===== src/rtl/seg7_scan_capture_pkg.sv =====
// Shared constants for seg7_scan_capture: segment patterns, special codes, FSM states.
// Segment vectors are {a,b,c,d,e,f,g} with lit = 1.
package seg7_scan_capture_pkg;

  localparam logic [6:0] SEG_0     = 7'b1111110;
  localparam logic [6:0] SEG_1     = 7'b0110000;
  localparam logic [6:0] SEG_2     = 7'b1101101;
  localparam logic [6:0] SEG_3     = 7'b1111001;
  localparam logic [6:0] SEG_4     = 7'b0110011;
  localparam logic [6:0] SEG_5     = 7'b1011011;
  localparam logic [6:0] SEG_6     = 7'b1011111;
  localparam logic [6:0] SEG_6_ALT = 7'b0011111;
  localparam logic [6:0] SEG_7     = 7'b1110000;
  localparam logic [6:0] SEG_7_ALT = 7'b1110010;
  localparam logic [6:0] SEG_8     = 7'b1111111;
  localparam logic [6:0] SEG_9     = 7'b1111011;
  localparam logic [6:0] SEG_9_ALT = 7'b1110011;
  localparam logic [6:0] SEG_BLANK = 7'b0000000;

  localparam logic [3:0] CODE_INVALID = 4'hE;
  localparam logic [3:0] CODE_BLANK   = 4'hF;

  typedef enum logic [1:0] {
    IDLE,
    TRACK,
    HELD
  } state_t;

  typedef struct packed {
    logic [3:0] an;
    logic [6:0] seg;
  } sample_t;

  function automatic logic [1:0] digit_index(input logic [3:0] en);
    digit_index = 2'd0;
    for (int unsigned i = 0; i < 4; i++) begin
      if (en[i]) digit_index = 2'(i);
    end
  endfunction

endpackage


===== src/rtl/seg7_scan_capture_if.sv =====
// Display-bus and frame-result signals of seg7_scan_capture.
// master drives the display bus; slave is the capture block.
interface seg7_scan_capture_if;
  logic [3:0]  an;
  logic        a, b, c, d, e, f, g;
  logic [15:0] bcd_out;
  logic        frame_valid;
  logic        frame_err;
  logic [3:0]  digit_seen;

  modport master (
    output an, a, b, c, d, e, f, g,
    input  bcd_out, frame_valid, frame_err, digit_seen
  );

  modport slave (
    input  an, a, b, c, d, e, f, g,
    output bcd_out, frame_valid, frame_err, digit_seen
  );
endinterface


===== src/rtl/seg7_pattern_decode.sv =====
// Combinational 7-segment pattern to BCD nibble decoder.
// SEG7_BLANK_DIGIT_EN: when defined, all-off decodes to CODE_BLANK as a legal digit.
module seg7_pattern_decode
  import seg7_scan_capture_pkg::*;
(
  input  logic [6:0] seg,
  output logic [3:0] nibble,
  output logic       invalid
);

  always_comb begin
    nibble  = CODE_INVALID;
    invalid = 1'b1;
    case (seg)
      SEG_0:                begin nibble = 4'd0; invalid = 1'b0; end
      SEG_1:                begin nibble = 4'd1; invalid = 1'b0; end
      SEG_2:                begin nibble = 4'd2; invalid = 1'b0; end
      SEG_3:                begin nibble = 4'd3; invalid = 1'b0; end
      SEG_4:                begin nibble = 4'd4; invalid = 1'b0; end
      SEG_5:                begin nibble = 4'd5; invalid = 1'b0; end
      SEG_6, SEG_6_ALT:     begin nibble = 4'd6; invalid = 1'b0; end
      SEG_7, SEG_7_ALT:     begin nibble = 4'd7; invalid = 1'b0; end
      SEG_8:                begin nibble = 4'd8; invalid = 1'b0; end
      SEG_9, SEG_9_ALT:     begin nibble = 4'd9; invalid = 1'b0; end
`ifdef SEG7_BLANK_DIGIT_EN
      SEG_BLANK:            begin nibble = CODE_BLANK; invalid = 1'b0; end
`endif
      default:              begin nibble = CODE_INVALID; invalid = 1'b1; end
    endcase
  end

endmodule


===== src/rtl/seg7_scan_capture.sv =====
// Monitors a 4-digit multiplexed 7-segment bus, rebuilds stable BCD digits and
// publishes complete frames. Optional macro: SEG7_BLANK_DIGIT_EN (see decoder).
module seg7_scan_capture
  import seg7_scan_capture_pkg::*;
#(
  parameter int unsigned STABLE_CYCLES  = 4,
  parameter bit          AN_ACTIVE_LOW  = 1'b1,
  parameter bit          SEG_ACTIVE_LOW = 1'b0
) (
  input  logic                  clk,
  input  logic                  rst_n,
  seg7_scan_capture_if.slave    bus
);

  localparam logic [7:0] STABLE_LIMIT = 8'(STABLE_CYCLES);

  logic [3:0]  an_norm;
  logic [6:0]  seg_norm;
  sample_t     sample_q, prev_q;
  state_t      state, state_next;
  logic [7:0]  cnt_q, cnt_next;
  logic        addressed, same, capture;
  logic [1:0]  idx;
  logic [3:0]  nibble;
  logic        invalid;
  logic [15:0] shadow_q;
  logic [3:0]  seen_q, seen_base, seen_next;
  logic        err_pend_q, err_base, err_next;
  logic        done_q, done_next;
  logic [15:0] bcd_q;
  logic        valid_q, ferr_q;

  always_comb begin
    an_norm  = AN_ACTIVE_LOW  ? ~bus.an : bus.an;
    seg_norm = SEG_ACTIVE_LOW ? ~{bus.a, bus.b, bus.c, bus.d, bus.e, bus.f, bus.g}
                              :  {bus.a, bus.b, bus.c, bus.d, bus.e, bus.f, bus.g};
  end

  always_ff @(posedge clk or negedge rst_n) begin
    if (!rst_n) begin
      sample_q <= '0;
      prev_q   <= '0;
    end else begin
      sample_q <= '{an: an_norm, seg: seg_norm};
      prev_q   <= sample_q;
    end
  end

  assign addressed = $onehot(sample_q.an);
  assign same      = (sample_q == prev_q);
  assign idx       = digit_index(sample_q.an);

  seg7_pattern_decode u_decode (
    .seg     (sample_q.seg),
    .nibble  (nibble),
    .invalid (invalid)
  );

  always_ff @(posedge clk or negedge rst_n) begin
    if (!rst_n) begin
      state <= IDLE;
      cnt_q <= '0;
    end else begin
      state <= state_next;
      cnt_q <= cnt_next;
    end
  end

  always_comb begin
    state_next = state;
    cnt_next   = cnt_q;
    case (state)
      IDLE: begin
        if (addressed) begin
          cnt_next   = 8'd1;
          state_next = TRACK;
        end
      end
      TRACK: begin
        if (!addressed) begin
          state_next = IDLE;
        end else if (same) begin
          cnt_next = cnt_q + 8'd1;
          if (cnt_next == STABLE_LIMIT) state_next = HELD;
        end else begin
          cnt_next = 8'd1;
        end
      end
      HELD: begin
        if (!same) begin
          cnt_next   = 8'd1;
          state_next = addressed ? TRACK : IDLE;
        end
      end
      default: state_next = IDLE;
    endcase
  end

  // Capture fires in the cycle whose sample completes the stable run.
  always_comb begin
    capture = (state == TRACK) && addressed && same && ((cnt_q + 8'd1) == STABLE_LIMIT);
  end

  // A completion cycle clears the frame first, so a capture there starts the next one.
  always_comb begin
    seen_base = done_q ? '0   : seen_q;
    err_base  = done_q ? 1'b0 : err_pend_q;
    seen_next = seen_base;
    err_next  = err_base;
    if (capture) begin
      seen_next = seen_base | (4'b0001 << idx);
      err_next  = err_base | invalid;
    end
    done_next = capture && (seen_next == 4'hF);
  end

  always_ff @(posedge clk or negedge rst_n) begin
    if (!rst_n) begin
      shadow_q   <= '0;
      seen_q     <= '0;
      err_pend_q <= 1'b0;
      done_q     <= 1'b0;
      bcd_q      <= '0;
      valid_q    <= 1'b0;
      ferr_q     <= 1'b0;
    end else begin
      valid_q <= done_q;
      if (done_q) begin
        bcd_q  <= shadow_q;
        ferr_q <= err_pend_q;
      end
      if (capture) shadow_q[{idx, 2'b00} +: 4] <= nibble;
      seen_q     <= seen_next;
      err_pend_q <= err_next;
      done_q     <= done_next;
    end
  end

  assign bus.bcd_out     = bcd_q;
  assign bus.frame_valid = valid_q;
  assign bus.frame_err   = ferr_q;
  assign bus.digit_seen  = seen_q;

endmodule


===== src/flat_wrapper.sv =====
// flat-port wrapper written by rule: the top's interface ports become plain ports
module seg7_scan_capture_flat import seg7_scan_capture_pkg::*;
#(
  parameter int unsigned STABLE_CYCLES  = 4,
  parameter bit          AN_ACTIVE_LOW  = 1'b1,
  parameter bit          SEG_ACTIVE_LOW = 1'b0
)
  (clk, rst_n, bus_an, bus_a, bus_b, bus_c, bus_d, bus_e, bus_f, bus_g, bus_bcd_out, bus_frame_valid, bus_frame_err, bus_digit_seen);
  seg7_scan_capture_if bus_i ();
  input  logic clk;
  input  logic rst_n;
  input wire logic [$bits(bus_i.an)-1:0] bus_an;
  input wire logic [$bits(bus_i.a)-1:0] bus_a;
  input wire logic [$bits(bus_i.b)-1:0] bus_b;
  input wire logic [$bits(bus_i.c)-1:0] bus_c;
  input wire logic [$bits(bus_i.d)-1:0] bus_d;
  input wire logic [$bits(bus_i.e)-1:0] bus_e;
  input wire logic [$bits(bus_i.f)-1:0] bus_f;
  input wire logic [$bits(bus_i.g)-1:0] bus_g;
  output wire logic [$bits(bus_i.bcd_out)-1:0] bus_bcd_out;
  output wire logic [$bits(bus_i.frame_valid)-1:0] bus_frame_valid;
  output wire logic [$bits(bus_i.frame_err)-1:0] bus_frame_err;
  output wire logic [$bits(bus_i.digit_seen)-1:0] bus_digit_seen;
  assign bus_i.an = bus_an;
  assign bus_i.a = bus_a;
  assign bus_i.b = bus_b;
  assign bus_i.c = bus_c;
  assign bus_i.d = bus_d;
  assign bus_i.e = bus_e;
  assign bus_i.f = bus_f;
  assign bus_i.g = bus_g;
  assign bus_bcd_out = bus_i.bcd_out;
  assign bus_frame_valid = bus_i.frame_valid;
  assign bus_frame_err = bus_i.frame_err;
  assign bus_digit_seen = bus_i.digit_seen;
  seg7_scan_capture #(.STABLE_CYCLES(STABLE_CYCLES), .AN_ACTIVE_LOW(AN_ACTIVE_LOW), .SEG_ACTIVE_LOW(SEG_ACTIVE_LOW)) u_core (.clk(clk), .rst_n(rst_n), .bus(bus_i));
endmodule

===== config.mk =====
export PLATFORM = sky130hd
export DESIGN_NAME = seg7_scan_capture_flat
export DESIGN_NICKNAME = d
export VERILOG_FILES = /design/src/rtl/seg7_scan_capture_pkg.sv /design/src/rtl/seg7_scan_capture_if.sv /design/src/rtl/seg7_pattern_decode.sv /design/src/rtl/seg7_scan_capture.sv /design/src/flat_wrapper.sv
export SDC_FILE = /design/constraint.sdc
export NUM_CORES = 1
export LEC_CHECK = 0
export ABC_CLOCK_PERIOD_IN_PS = 3300
export BUFFER_PORTS_ARGS = -buffer_cell sky130_fd_sc_hd__buf_4
export CORE_UTILIZATION = 58
export DETAILED_ROUTE_END_ITERATION = 8
export MAX_ROUTING_LAYER = met4
export PLACE_DENSITY = 0.79
export SYNTH_ARGS = -nofsm -noshare
export SYNTH_HDL_FRONTEND = slang
export SYNTH_SLANG_ARGS = --single-unit

===== constraint.sdc =====
create_clock -name clk -period 3.3 [get_ports clk]
set_clock_uncertainty 0.05 [all_clocks]
set_input_delay 0.165 -clock clk [delete_from_list [all_inputs] [get_ports clk]]
set_output_delay 0.165 -clock clk [all_outputs]
set_load 0.1 [all_outputs]

==> results.md <==
- Max-cap violations in this run came to 0.
- The number of violations reported at the end of detailed-routing iteration 0 is between 90 and 100.
- The number of failing setup endpoints in the final timing report is 0.
- In the final layout, the share of cells above drive strength 1 is between 20 and 30%.
- The cell area after placement is 3610 um2.
- The run finished with clean final reports.
- The kind of launch point of the worst setup path is a register.
- The remaining max-slew budget at the tightest pin is between 40 and 50%.
- Counting the fill cells in the layout gives just under 400.
- In this run the core area contains 27 standard-cell rows.
- The number of nets with antenna violations after routing is 0.
- Setup repair after global routing left no endpoint under its margin.
- In this run switching power makes up 23.6% of total power.
- Dividing the detail-routed via count by the number of cells gives 5.61.
- The final layout contains approximately 350 nets.
- The class of the tightest hold or removal check is register to register.
- Summing the sequential cell areas from Yosys gives around 55% of the chip area.
- The maximum achievable frequency is roughly 350 MHz.
- The TritonCTS clock tree is yes.
- The first global-routing pass estimated 10400 um of wire.
- The finished layout holds 404 standard cells, fillers aside.
- The startpoint of the worst hold path is u_core.sample_q[7].
- The number of buffers created by CTS is 9.
- The average cell area after synthesis is approximately 12 um2.
- In the synthesized netlist the async set-or-reset flop fraction comes to 100%.
- Leaving out fill and tap cells, the most frequent cells in the layout are sky130_fd_sc_hd__dfrtp_1, sky130_fd_sc_hd__buf_4, sky130_fd_sc_hd__mux2_2, sky130_fd_sc_hd__nor2_1, sky130_fd_sc_hd__inv_1.
- The sequential share of power is 50.7%.
- The most used flip-flop cell after synthesis is sky130_fd_sc_hd__dfrtp_1.
- Data on the critical path arrives at its endpoint at 3010 ps.
- The number of antenna violations at the first check in global routing is 0.
- The smallest clock period supported by the final layout is computed as around 2800 ps.
- Summing over every cut layer, the via total after detailed routing is between 2000 and 2500.
- The critical path is of the register to register type.
- The total iterations of the first detailed-routing run is 4.
- For this design the top-level I/O count stands at 35.
- The number of hold buffers added after CTS was 12.
- The clock transition at the registers of the reported paths is roughly 80 ps.
- After clock tree synthesis, the repair step resized 0 gates.
- The most common cell after layout, fill and taps aside is sky130_fd_sc_hd__dfrtp_1.
- In this design, the stage delay of the slowest critical-path cell is around 430 ps.
- For this design, the slowest cell found on the critical path is sky130_fd_sc_hd__fa_1.
- The synthesized netlist net count is ~310.
- The wire-length estimate of the detail-placed layout is 3950 um.
- The post-route setup TNS is 0 ps.
- Summed over all layers, the global routing overflow is 0.
- In the routed design, unresolved DRC markers number 0.
- The final hold violation count is 0.
- Overall power consumption after layout is estimated at 1810 uW.
- The cell area after layout is slightly below 4000 um2.
- The number of H-tree levels is 3.
- The die is roughly 77 um tall.
- Per report_power, the combinational group accounts for 7.0% of the total.
- The count of different cell masters after synthesis is between 40 and 50.
- CTS saw 72 sinks.
- The cell area power density is roughly 460 nW/um2.
- Walking the worst path, the cells encountered are inv_1 > ha_1 > ha_1 > fa_1 > nor2_1 > nand2_1 > nor3b_1 > and2_1 > nand3_1 > mux2_2.
- Summing every instance area after synthesis gives ~3300 um2.
- Entering global routing, the biggest net connects 73 pins.
- The flip-flop and latch count after synthesis is ~70.
- The number of max-slew violations in the final report is 0.
- The area growth from synthesis to layout is 19.8%.
- Counting flops with a built-in enable in the synthesized netlist gives 0.
- The internal portion of total power is 1380 uW.
- The starting utilization of the core area is 59.9%.
- The data required time of the critical path is approximately 3500 ps.
- The cell chosen for the clock root is sky130_fd_sc_hd__clkbuf_8.
- The number of global-route vias before repair came to 2233.
- The number of buffers on the longest clock path is 2.
- The critical path starts at u_core.sample_q[9].
- The cell that appears most often on the critical path is sky130_fd_sc_hd__ha_1.
- The repair_antennas step left the layout with diodes totalling 0.
- Wires add up to 5990 um.
- The actual transition at the worst max-transition pin is 887 ps.
- Across the VDD grid, the largest voltage drop is ~0.36 mV.
- The congestion estimate from routability-driven global placement came to ~0.85.
- The net switching power is between 400 and 500 uW.
- The utilization of the core after routing is between 70% and 80%.
- Buffers placed on the I/O ports in this run total 34.
- The cell total after placement is about 380.
- Buffers added to address setup during post-CTS repair amount to 0.
- The post-synthesis instance total is 279.
- The yosys synthesis warning count is 0.
- In the final routed layout, each cell accounts on average for about 15 um.
- The final period utilization is 85.5%.
- For the worst-skew pair, the clock arrives at the later sink with an insertion delay of roughly 350 ps.
- The worst register-to-register path begins at u_core.sample_q[9].
- The fraction of power consumed by the clock network is 42.3%.
- Global routing used about a quarter of the available tracks across all layers.
- The largest driver fanout on the critical path is 5.
- The endpoint class of the critical path is a register.
- The die is roughly 77 um wide.
- The full die area is approximately 6000 um2.
- The core region is around 5500 um2.
- For this design the static power due to leakage is approximately 0.0019 uW.
[per-layer routing]
metal / routed length, um / track usage (%) / up-vias
li1: - / - / 1078
met1: 2770 / 30.1 / 1128
met2: 2890 / 35.8 / 49
met3: 223 / 6.24 / 12
met4: 106 / 9.25 / 0
met5: 0 / - / -
[synthesized netlist by cell type, drive strengths merged (2+ instances only)]
cell,instances,area [um2]
clkbuf,9,33.8
nand3b,2,15.0
inv,16,60.1
o21ai,5,25.0
and2,2,12.5
a21oi,8,40.0
a21o,4,30.0
a22o,6,52.6
nand2,14,52.6
or4,2,15.0
xnor2,15,131
a2111oi,2,36.3
nand3,15,75.1
mux2i,2,20.0
nand4,3,18.8
nor2,22,82.6
dfrtp,72,1800
mux2,33,372
ha,13,163
a31oi,2,12.5
nor3,4,20.0
and3,2,12.5
o22a,3,26.3
nor4b,2,17.5
nor2b,3,18.8
[sequential cells by signal, summed over array words and instances, names as in the netlist]
| register | flops |
|---|---|
| u_core.bus.bcd_out | 16 |
| u_core.shadow_q | 16 |
| u_core.prev_q | 11 |
| u_core.sample_q | 11 |
| u_core.cnt_q | 8 |
| u_core.bus.digit_seen | 4 |
| u_core.state | 2 |
| u_core.bus.frame_err | 1 |
| u_core.bus.frame_valid | 1 |
| u_core.done_q | 1 |
| u_core.err_pend_q | 1 |
[layout make-up]
class	instances	area (um2)	area share, %
clock buffer	10	128	3.23
multi-input combinational	181	1400	35.4
tap	72	90.1	2.28
clock inverter	6	92.6	2.34
sequential	72	1800	45.6
timing repair buffer	47	383	9.68
inverter	16	60.1	1.52
[cell families after synthesis]
family / after synthesis / share of synthesized area (%)
compound gates: 40 / 9.18
flops: 72 / 54.6
mux: 35 / 11.9
fa+ha+maj: 14 / 5.54
buf+inv: 26 / 3.00
xor+xnor: 15 / 3.98
simple gates: 77 / 11.8
[worst paths after layout]
path | to | slack (ps) | depth (start not counted)
min in group asynchronous | u_core.cnt_q[2] | 400 | 2
worst max-delay path | u_core.shadow_q[6] | 480 | 10
worst min-delay path | u_core.prev_q[7] | 390 | 0
max in group asynchronous | u_core.bus.frame_valid | 2200 | 2
worst min register to register | u_core.prev_q[7] | 390 | 0
worst max register to register | u_core.shadow_q[6] | 480 | 10
[worst max-delay path, delay by kind of cell (launching register included)]
| kind | cells | cell delay, ps |
|---|---|---|
| muxes | 1 | 360 |
| DFF | 1 | 400 |
| buffers and inverters | 1 | 80 |
| adders and majority gates | 3 | 930 |
| and+or+nand+nor | 5 | 900 |
[power by group through the flow]
stage	combinational (uW)	clock, uW	sequential [uW]
6_report	126	768	919
5_1_grt	143	814	922
4_1_cts	128	780	919
3_5_place_dp	115	0	936
3_3_place_gp	112	0	935
2_1_floorplan	79.0	0	925
[metrics by stage]
stage / setup WS (ps) / hold slack (ps)
after floorplan: 540 / -181
after global placement: 571 / 224
after detailed placement: 463 / 225
after CTS: 452 / 399
after global routing: 220 / 403
final: 478 / 390
(Power assumes the default switching activity.)
